**config.mk**
```make
export PLATFORM = sky130hd
export DESIGN_NAME = mul_div_iter
export DESIGN_NICKNAME = d
export VERILOG_FILES = /design/src/rtl/mul_div_iter_pkg.sv /design/src/rtl/mul_div_iter.sv
export SDC_FILE = /design/constraint.sdc
export NUM_CORES = 1
export LEC_CHECK = 0
export BUFFER_PORTS_ARGS = -buffer_cell sky130_fd_sc_hd__buf_2
export CAP_MARGIN = 20
export CORE_AREA = 10 10 119 229
export CTS_CLUSTER_DIAMETER = 200
export CTS_CLUSTER_SIZE = 12
export DETAILED_ROUTE_END_ITERATION = 12
export DIE_AREA = 0 0 129 239
export HOLD_SLACK_MARGIN = 0.12
export PLACE_DENSITY_LB_ADDON = 0.2
export SLEW_MARGIN = 10
export SYNTH_ARGS = -nofsm -noshare
export SYNTH_HDL_FRONTEND = slang
export SYNTH_SLANG_ARGS = --single-unit
```
**constraint.sdc**
```tcl
create_clock -name clk -period 7.6 [get_ports clk]
set_clock_uncertainty 0.15 [all_clocks]
set_input_delay 0.76 -clock clk [delete_from_list [all_inputs] [get_ports clk]]
set_output_delay 0.76 -clock clk [all_outputs]
set_load 0.02 [all_outputs]
```
**src/rtl/mul_div_iter_pkg.sv**
```systemverilog
// Shared constants for the iterative multiply/divide unit.
package mul_div_iter_pkg;

    localparam logic [1:0] MD_OP_DIV = 2'b01;
    localparam logic [1:0] MD_OP_MUL = 2'b11;

    localparam logic [1:0] MD_IDLE = 2'b00;
    localparam logic [1:0] MD_BUSY = 2'b01;
    localparam logic [1:0] MD_DONE = 2'b10;

    localparam int unsigned MD_STEPS = 32;

endpackage

```
**src/rtl/mul_div_iter.sv**
```systemverilog
// Iterative 32-bit multiply/divide: one shift-add or restoring-divide step per cycle.
module mul_div_iter
    import mul_div_iter_pkg::*;
#(
    parameter int unsigned WIDTH = MD_STEPS
) (
    input  logic                 clk,
    input  logic                 rst,
    input  logic                 start_i,
    input  logic                 annul_i,
    input  logic [1:0]           choose_x,
    input  logic                 dm_signed,
    input  logic [WIDTH-1:0]     opdata1_i,
    input  logic [WIDTH-1:0]     opdata2_i,
    output logic [2*WIDTH-1:0]   result_o,
    output logic                 ready_o
);

    localparam int unsigned CNT_W = $clog2(WIDTH);
    localparam int unsigned WRK_W = 2 * WIDTH + 1;
    localparam logic [CNT_W-1:0] CNT_LAST = CNT_W'(WIDTH - 1);

    // Conditional two's-complement negate; 0x8000_0000 maps onto itself.
    function automatic logic [WIDTH-1:0] neg_w(input logic [WIDTH-1:0] v, input logic en);
        return en ? (~v + WIDTH'(1)) : v;
    endfunction

    function automatic logic [2*WIDTH-1:0] neg_2w(input logic [2*WIDTH-1:0] v, input logic en);
        return en ? (~v + (2*WIDTH)'(1)) : v;
    endfunction

    logic [1:0]           state,    state_nxt;
    logic [CNT_W-1:0]     cnt,      cnt_nxt;
    logic [WRK_W-1:0]     work,     work_nxt;
    logic [WIDTH-1:0]     op2_r,    op2_nxt;
    logic                 is_mul,   is_mul_nxt;
    logic                 sgn_q,    sgn_q_nxt;
    logic                 sgn_r,    sgn_r_nxt;
    logic                 dz,       dz_nxt;
    logic                 ready_nxt;
    logic [2*WIDTH-1:0]   result_nxt;

    logic [WIDTH:0]       acc_sum;
    logic [WIDTH+1:0]     trial;
    logic [WRK_W-1:0]     shl;
    logic [WRK_W-1:0]     step_nxt;
    logic [2*WIDTH-1:0]   final_val;
    logic                 req;
    logic                 s1, s2;

    // One iteration of the selected algorithm on the working register.
    always_comb begin
        acc_sum = work[2*WIDTH:WIDTH];
        if (work[0]) begin
            acc_sum = work[2*WIDTH:WIDTH] + {1'b0, op2_r};
        end
        shl   = {work[2*WIDTH-1:0], 1'b0};
        trial = {1'b0, shl[2*WIDTH:WIDTH]} - {2'b00, op2_r};
        if (is_mul) begin
            step_nxt = {1'b0, acc_sum, work[WIDTH-1:1]};
        end else if (trial[WIDTH+1]) begin
            step_nxt = shl;
        end else begin
            step_nxt = {trial[WIDTH:0], shl[WIDTH-1:1], 1'b1};
        end
    end

    // Sign-corrected result from the state after the final step.
    always_comb begin
        if (is_mul) begin
            final_val = neg_2w(step_nxt[2*WIDTH-1:0], sgn_q);
        end else if (dz) begin
            final_val = {neg_w(step_nxt[2*WIDTH-1:WIDTH], sgn_r), {WIDTH{1'b1}}};
        end else begin
            final_val = {neg_w(step_nxt[2*WIDTH-1:WIDTH], sgn_r),
                         neg_w(step_nxt[WIDTH-1:0], sgn_q)};
        end
    end

    // Next-state and datapath update.
    always_comb begin
        state_nxt  = state;
        cnt_nxt    = cnt;
        work_nxt   = work;
        op2_nxt    = op2_r;
        is_mul_nxt = is_mul;
        sgn_q_nxt  = sgn_q;
        sgn_r_nxt  = sgn_r;
        dz_nxt     = dz;
        ready_nxt  = 1'b0;
        result_nxt = result_o;

        req = start_i && !annul_i && (choose_x == MD_OP_DIV || choose_x == MD_OP_MUL);
        s1  = dm_signed & opdata1_i[WIDTH-1];
        s2  = dm_signed & opdata2_i[WIDTH-1];

        case (state)
            MD_IDLE: begin
                if (req) begin
                    is_mul_nxt = (choose_x == MD_OP_MUL);
                    sgn_q_nxt  = s1 ^ s2;
                    sgn_r_nxt  = s1;
                    dz_nxt     = (choose_x == MD_OP_DIV) && (opdata2_i == '0);
                    cnt_nxt    = '0;
                    if (choose_x == MD_OP_MUL) begin
                        work_nxt = {(WIDTH+1)'(0), neg_w(opdata2_i, s2)};
                        op2_nxt  = neg_w(opdata1_i, s1);
                    end else begin
                        work_nxt = {(WIDTH+1)'(0), neg_w(opdata1_i, s1)};
                        op2_nxt  = neg_w(opdata2_i, s2);
                    end
                    state_nxt = MD_BUSY;
                end
            end
            MD_BUSY: begin
                if (annul_i || !start_i) begin
                    state_nxt = MD_IDLE;
                end else begin
                    work_nxt = step_nxt;
                    cnt_nxt  = cnt + CNT_W'(1);
                    if (cnt == CNT_LAST) begin
                        result_nxt = final_val;
                        ready_nxt  = 1'b1;
                        state_nxt  = MD_DONE;
                    end
                end
            end
            MD_DONE: begin
                state_nxt = MD_IDLE;
            end
            default: begin
                state_nxt = MD_IDLE;
            end
        endcase
    end

    // State and datapath registers with synchronous reset.
    always_ff @(posedge clk) begin
        if (rst) begin
            state    <= MD_IDLE;
            cnt      <= '0;
            work     <= '0;
            op2_r    <= '0;
            is_mul   <= 1'b0;
            sgn_q    <= 1'b0;
            sgn_r    <= 1'b0;
            dz       <= 1'b0;
            ready_o  <= 1'b0;
            result_o <= '0;
        end else begin
            state    <= state_nxt;
            cnt      <= cnt_nxt;
            work     <= work_nxt;
            op2_r    <= op2_nxt;
            is_mul   <= is_mul_nxt;
            sgn_q    <= sgn_q_nxt;
            sgn_r    <= sgn_r_nxt;
            dz       <= dz_nxt;
            ready_o  <= ready_nxt;
            result_o <= result_nxt;
        end
    end

endmodule

```
==> reports/results.ini <==
[drt]
vias=16200
first_pass_iters=6
drt-initial-drc-count=2125
drt_wl_total_um=53200
drc_errors=0
antenna_left=0
wire_per_inst_um=22.3
vias_per_cell=6.77

[die]
initial_core_util=0.636
coreArea_um2=23600
rows=80
boundaryPins=136
die-area_um2=30800
die_w_um=129
die_h_um=239

[logic_synthesis]
ys.flop_type=dfxtp_1
synth_area_leaders=dfxtp_1 23%, a21oi_1 6.4%, nor2_1 6.3%, ha_1 5.8%, xor2_1 5.2%
ys_seq_elements=173
syn_nets=2188
synth_cells=2045
yosys_warnings=0
synth_area_um2=15000
synth_top_area_share=0.230
synth_top_area_cell=dfxtp_1
synth_edf_count=0
syn_avg_cell_area_um2=7.35
yosys.cell_types.count=98
ys_seq_area_frac=0.230
synthArstFlopShare=0

[setup_path]
timing.rr.end=result_o[50]
crit_arrival_ns=5.96
cp_cell_sequence=inv_1 -> ha_1 -> a21oi_1 -> o21ai_1 -> or2_4 -> o31ai_4 -> a31oi_1 -> inv_1 -> ha_1 -> nand2_1 -> or2_4 -> or4_4 -> nor4_4 -> and2_4 -> or2_4 -> nand3_4 -> nor4b_1 -> a31oi_1 -> xnor2_1 -> a211oi_1
cp_slowest_stage_delay_ns=0.73
worst_setup_path_end_kind=flip-flop
path_common_cell=or2_4
worstReg2RegStart=op2_r[16]
start_kind=flip-flop
critPathMaxFanout=15
rr_worst_depth=20
critPathSlowestCell=o31ai_4
rrSetupSlack_ns=1.85
crit_required_ns=7.81
critPathKind=flip-flop to flip-flop

[place]
dp_slack_ns=2.01
place_hpwl_um=40600
portBuffers=135
place_congestion=1.03
dp.cells=2355

[clock_network]
post_cts_buffers=0
clk_pin_slew_worst_paths_ns=0.08
cts_max_path_buffers=2
cts_resized=0
cts_num_sinks=173
clkLatencyLatePin_ns=0.46
numCtsBuffers=17
cts_tree=yes
htree_levels=4
root_buffer=clkbuf_16
hold_buffers=0

[finish]
drive_above_1_share=0.127
layoutNonFillerInstCount=2389
nNetsFinal=2232
final_cell_mix=252 x nor2_1, 191 x a21oi_1, 174 x nand2_1
antenna_cells=0
final_common_cell=nor2_1
area_growth_pct=8.59

[timing]
rsz0062_at_grt=no
min_period_ns=5.75
tns_ns=0
setup_ws_ns=1.85
period_share=0.757
setup_viol=0
max_freq_ghz=0.174
tightest_slew_ns=1.13
hold_viol=0
slew_viol_final=0
relSlewSlack=0.244
holdWs_ns=0.304

[job]
maxCapViolCount=0

[status]
status=finished, final reports clean

[power]
ir_worst_vdd_v=0.000171
p_leak_nw=6.53
total_power_mw=2.79
p_per_area_nw_per_um2=171

[worst_hold_path]
holdPathEnd=result_o[36]
hp-class=flip-flop to flip-flop
hp-start=result_o[36]
whs_path_depth=2

[global_route]
track_usage=0.338
antenna_found_initial=1
grt_max_degree=90
grt_overflow=0
grt_pass1_vias=14800
grt_pass1_wl_um=82400

-- power by group --
part,internal [mW],switching (mW),leakage [nW]
clock network,0.443,0.442,0.289
logic,0.331,0.632,4.85
registers,0.922,0.0214,1.40
-- final cells by class --
type,instances,area [µm²]
clock buffers,17,425
clock inverters,15,169
fillers,2034,7300
inverters,66,248
multi-input cells,1670,10800
flip-flops and latches,173,3470
well taps,287,359
repair buffers,161,878
-- cell families (layout without fill, tap and decap cells) --
| group | after synthesis | in the layout | share of synthesized area |
|---|---|---|---|
| muxes | 47 | 47 | 0.0331 |
| adders and majority gates | 72 | 72 | 0.0609 |
| DFF | 173 | 173 | 0.230 |
| buffers and inverters | 202 | 259 | 0.0538 |
| xor gates and xnor gates | 151 | 151 | 0.0880 |
| and+or+nand+nor | 695 | 695 | 0.222 |
| AOI/OAI and AO/OA | 705 | 705 | 0.312 |
-- worst max-delay path by stage --
stage | from | end | slack, ns | depth (start not counted)
2_1_floorplan | op2_r[26] | result_o[50] | 2.87 | 22
3_3_place_gp | op2_r[16] | result_o[50] | 2.17 | 20
3_5_place_dp | op2_r[16] | result_o[50] | 2.01 | 20
4_1_cts | op2_r[16] | result_o[50] | 1.99 | 20
5_1_grt | op2_r[16] | result_o[50] | 1.51 | 20
6_report | op2_r[16] | result_o[50] | 1.85 | 20
-- worst max-delay path, delay by kind of cell, from the launching register on --
family                     cells  cell delay (ns)
buffers and inverters          2             0.23
xor gates and xnor gates       1             0.16
and+or+nand+nor                9             2.31
adders and majority gates      2             0.54
AOI/OAI and AO/OA              6             1.87
DFF                            1             0.38
-- stage by stage --
| step | area [µm²] | utilization |
|---|---|---|
| floorplan | 15000 | - |
| global placement | 15700 | 0.665 |
| detailed placement | 15700 | 0.665 |
| CTS | 16300 | 0.690 |
| global route | 16300 | 0.691 |
| finish | 16300 | 0.691 |
-- state kept, by name, summed over array words and instances, names as in the netlist, 2 cells and up --
name	flops
work	65
result_o	64
op2_r	32
cnt	5
state	2
-- layer usage --
layer / global-route usage / up-vias / wire length [µm]
met3: 0.0602 / 131 / 4580
met2: 0.526 / 873 / 24200
met1: 0.428 / 7532 / 21300
li1: - / 7641 / -
met5: 0 / - / 0
met4: 0.195 / 0 / 3110
-- synthesized netlist by cell type (all sizes together) (44+ instances only) --
| cell | n |
|---|---|
| a211oi | 79 |
| a21oi | 194 |
| a22oi | 48 |
| clkbuf | 102 |
| dfxtp | 173 |
| ha | 70 |
| inv | 66 |
| nand2 | 176 |
| nor2 | 256 |
| nor3 | 59 |
| o211ai | 44 |
| o21ai | 130 |
| xnor2 | 62 |
| xor2 | 89 |
(Power assumes the default switching activity.)
